===== config.mk =====
export PLATFORM = sky130hd
export DESIGN_NAME = serial_addsub
export DESIGN_NICKNAME = d
export VERILOG_FILES = /design/src/rtl/serial_addsub.sv
export SDC_FILE = /design/constraint.sdc
export NUM_CORES = 1
export LEC_CHECK = 0
export CAP_MARGIN = 20
export CORE_UTILIZATION = 45
export CTS_BUF_LIST = sky130_fd_sc_hd__clkbuf_8
export DETAILED_ROUTE_END_ITERATION = 16
export GPL_TIMING_DRIVEN = 0
export PLACE_DENSITY = 0.72
export SLEW_MARGIN = 30
export SYNTH_ARGS = -nofsm -noshare
export SYNTH_HDL_FRONTEND = slang
export SYNTH_SLANG_ARGS = --single-unit

===== constraint.sdc =====
create_clock -name clk -period 1.6 [get_ports clk]
set_input_delay 0.16 -clock clk [delete_from_list [all_inputs] [get_ports clk]]
set_output_delay 0.16 -clock clk [all_outputs]
set_load 0.05 [all_outputs]

===== src/rtl/serial_addsub.sv =====
// serial_addsub: bit-serial adder/subtractor, one bit per clock, LSB first.
// A single full-adder/full-subtractor cell plus a carry/borrow flop walks the
// operands; the answer is presented in parallel with a one-cycle done pulse.
//
// Ports:
//   clk    rising-edge clock
//   rst    asynchronous active-high reset
//   start  request, sampled only in IDLE
//   mode   0 = a+b, 1 = a-b (sampled with start)
//   a, b   operands (sampled with start)
//   busy   high while in SHIFT or DONE
//   done   one-cycle pulse, result/cout valid
//   result sum or difference mod 2^WIDTH (holds until next completion)
//   cout   carry-out (add) or borrow-out (sub)
module serial_addsub #(
  parameter int WIDTH = 8
) (
  input  logic             clk,
  input  logic             rst,
  input  logic             start,
  input  logic             mode,
  input  logic [WIDTH-1:0] a,
  input  logic [WIDTH-1:0] b,
  output logic             busy,
  output logic             done,
  output logic [WIDTH-1:0] result,
  output logic             cout
);

  localparam int              CW   = (WIDTH > 1) ? $clog2(WIDTH) : 1;
  localparam logic [CW-1:0]   LAST = CW'(WIDTH - 1);

  typedef enum logic [1:0] {S_IDLE, S_SHIFT, S_DONE} state_t;

  state_t           state, state_nxt;
  logic [WIDTH-1:0] sa, sb, sr;
  logic [CW-1:0]    cnt;
  logic             c, md;

  logic ai, bi, x, bit_o, c_nxt, load, step, last;

  // state register
  always_ff @(posedge clk or posedge rst) begin
    if (rst) state <= S_IDLE;
    else     state <= state_nxt;
  end

  // next-state logic
  always_comb begin
    state_nxt = state;
    case (state)
      S_IDLE:  if (start) state_nxt = S_SHIFT;
      S_SHIFT: if (cnt == LAST) state_nxt = S_DONE;
      S_DONE:  state_nxt = S_IDLE;
      default: state_nxt = S_IDLE;
    endcase
  end

  // cell and control decode
  always_comb begin
    ai    = sa[0];
    bi    = sb[0];
    x     = ai ^ bi;
    bit_o = x ^ c;
    // add: generate | propagate&carry; sub: ~a&b borrows, equal bits pass borrow
    c_nxt = md ? ((~ai & bi) | (~x & c)) : ((ai & bi) | (x & c));
    load  = (state == S_IDLE) && start;
    step  = (state == S_SHIFT);
    last  = step && (cnt == LAST);
  end

  // datapath and registered outputs
  always_ff @(posedge clk or posedge rst) begin
    if (rst) begin
      sa     <= '0;
      sb     <= '0;
      sr     <= '0;
      cnt    <= '0;
      c      <= 1'b0;
      md     <= 1'b0;
      busy   <= 1'b0;
      done   <= 1'b0;
      result <= '0;
      cout   <= 1'b0;
    end else begin
      busy <= (state_nxt != S_IDLE);
      done <= last;
      if (load) begin
        sa  <= a;
        sb  <= b;
        md  <= mode;
        c   <= 1'b0;
        cnt <= '0;
      end else if (step) begin
        sa  <= sa >> 1;
        sb  <= sb >> 1;
        // enters at the MSB so bit 0 lands at the LSB after WIDTH shifts
        sr  <= {bit_o, sr[WIDTH-1:1]};
        c   <= c_nxt;
        cnt <= cnt + 1'b1;
      end
      // result only moves on completion; partial sums stay inside sr
      if (last) begin
        result <= {bit_o, sr[WIDTH-1:1]};
        cout   <= c_nxt;
      end
    end
  end

endmodule


==> metrics.yaml <==
status:
  status: "completed"
sta:
  final_min_period_over_clock_period: 0.958
  fin_crit_ps: 1530
  finalSetupViolCount: 0
  layout_setup_ws_ps: 67.8
  final_hold_viol_count: 0
  rsz0062_at_grt: "no"
  clock_skew_ps: 4.42
  slew_viol_final: 0
  final.setup.tns_ps: 0
  worst_slew_pin_slew_ps: 515
  timing.fmax_mhz: 653
  slew_headroom: 0.656
critical_path:
  cp.arrival_ps: 1710
  worstSetupEndpointType: "register"
  rr_worst_depth: 3
  cp_slowest_cell: "dfrtp_2"
  crit_chain: "fa_1 -> mux2_2 -> mux2_4"
  startpoint_type: "register"
  worstSetupPathType: "register to register"
  slowest_delay_ps: 440
  cp.required_ps: 1780
  cp_max_fo: 3
synth:
  syn_inst: 147
  synth.distinct_cells: 19
  syn_nets: 171
  synth_enable_flop_cells: 0
  synth_area_sq_um: 1890
  ys_seq_area_frac: 0.544
  async_reset_ff_frac: 1.00
  syn_area_per_cell_sq_um: 12.8
  ys_ff_latch: 41
  synth-warning-count: 0
  synthFlopType: "dfrtp_1"
clock_network:
  holdBufCountCts: 0
  cts.sinks: 41
  clk_latency_ps: 290
  htree_levels: 2
  clk_pin_slew_ps: 80
  clockBufferDepth: 2
  cts_buffers: 5
  cts_tree: "yes"
  cts-root-buf: "clkbuf_8"
  cts_setup_buffers: 0
placement:
  place_congestion: 0.887
  hpwl_um: 2530
  portBuffers: 30
  dp_slack_ps: -80.3
detailed_routing:
  via_per_inst: 5.28
  dr_total_vias: 1246
  dr.pass1.iters: 4
  ant_nets: 0
  drc: 0
  wl_per_cell_um: 15.3
  drt_iter0_markers: 29
  routed_wl_um: 3620
layout:
  fill_cells: 328
  areaGrowthSynthToFinish_pct: 26.1
  diodes: 0
  drive_gt1_frac: 0.204
  finalNetCount: 209
grt:
  grt_antenna_before_repair: 0
  track_usage: 0.196
  grt_max_degree: 26
  grt_pass1_wl_um: 6360
  grt_overflow_total: 0
  grt_pass1_vias: 1359
die:
  core-area_sq_um: 4000
  die-area_sq_um: 4450
  die_height_um: 66.7
  boundaryPins: 31
  rows: 23
  start_util: 0.471
  die_x_um: 66.7
power:
  ir_drop_v: 0.000923
  p_leak_uw: 0.00110
  power_density_nw_per_um2: 1980
run:
  maxCapViolCount: 0
worst_hold_path:
  hold_class: "primary input to async pin"
[report_power, final]
group	switching (uW)	leakage (uW)	total [uW]	internal (uW)
Sequential	292	0.000488	1830	1540
Combinational	1170	0.000562	2140	970
Clock	355	0.0000542	745	390
[flip-flops by register name, summed over array words and instances (netlist names)]
register,flops
busy,1
c,1
cnt,3
cout,1
done,1
md,1
result,8
sa,8
sb,8
sr,7
state,2
[routing by layer]
metal	GRT usage	part of all wire	up-vias
met2	0.290	0.47	24
met1	0.267	0.47	621
li1	-	-	597
met4	0.0771	0.014	0
met3	0.0565	0.049	4
met5	0	0	-
[kinds of logic after synthesis]
kind of cell               count (synthesis)  share of synthesized area
adders and majority gates                  4                     0.0345
buffers and inverters                     31                     0.0776
AOI/OAI and AO/OA                         21                     0.0856
DFF                                       41                      0.544
muxes                                     19                      0.126
and+or+nand+nor                           31                      0.132
[path summary, 6_finish.rpt]
| kind | from | endpoint | slack [ps] |
|---|---|---|---|
| worst min-delay path | rst | done | 170 |
| worst min register to register | result[1] | result[1] | 510 |
| worst max register to register | c | cout | 70 |
| min in group clk | mode | md | 480 |
| worst max-delay path | c | cout | 70 |
| max in group asynchronous | rst | c | 960 |
[cell usage in the layout (no fill, tap or decap)]
master           count
a211oi_1            14
a21oi_1              1
a22o_1               5
buf_16               1
buf_2                3
buf_4                4
buf_6                2
clkbuf_1             2
clkbuf_8             7
clkdlybuf4s50_1     19
clkinv_2             1
dfrtp_1             40
dfrtp_2              1
dlygate4sd2_1        9
dlymetal6s2s_1       2
fa_1                 2
ha_1                 1
ha_2                 1
inv_1               19
inv_2                1
mux2_2              10
mux2_4               7
mux2i_1              2
nand3b_1             1
nor2b_1              1
nor3b_1             15
nor4b_1             14
o21bai_1             1
[synthesized netlist by cell type, drive strengths merged, types with 2 or more instances]
cell | n | area [sq um]
buf | 9 | 63.8
mux2 | 17 | 218
nor3b | 15 | 113
a22o | 5 | 43.8
mux2i | 2 | 20.0
inv | 20 | 75.1
clkbuf | 2 | 7.51
ha | 2 | 25.0
fa | 2 | 40.0
a211oi | 14 | 105
nor4b | 14 | 123
dfrtp | 41 | 1030
[stage by stage]
stage	cells	hold slack [ps]	util	instance area (sq um)	total power, uW
5_1_grt	236	201	0.595	2380	5100
3_3_place_gp	227	486	0.562	2250	3970
4_1_cts	236	186	0.591	2370	4750
3_5_place_dp	228	493	0.569	2280	4080
6_report	236	172	0.595	2380	4710
2_1_floorplan	147	300	-	1890	3450
[critical path, delay by kind of cell (launching register included)]
family	cells	cell delay, ps
adder cells (fa/ha/maj)	1	420
flip-flops	1	440
multiplexers	2	570
[layout make-up]
class / count / area [sq um] / area share
buffer: 11 / 75.1 / 0.0316
clock buffer: 7 / 96.3 / 0.0405
clock inverter: 1 / 5.00 / 0.00210
inverter: 20 / 75.1 / 0.0316
multi-input combinational: 75 / 716 / 0.301
sequential: 41 / 1030 / 0.432
tap: 50 / 62.6 / 0.0263
timing repair buffer: 31 / 322 / 0.135
[timing repair]
| item | in CTS | in global routing |
|---|---|---|
| hold endpoints to repair | 0 | 0 |
| gates cloned | 0 | 0 |
| resized for setup | 9 | 5 |
| setup endpoints to repair | 9 | 9 |
Power figures use the tool's default switching activity.
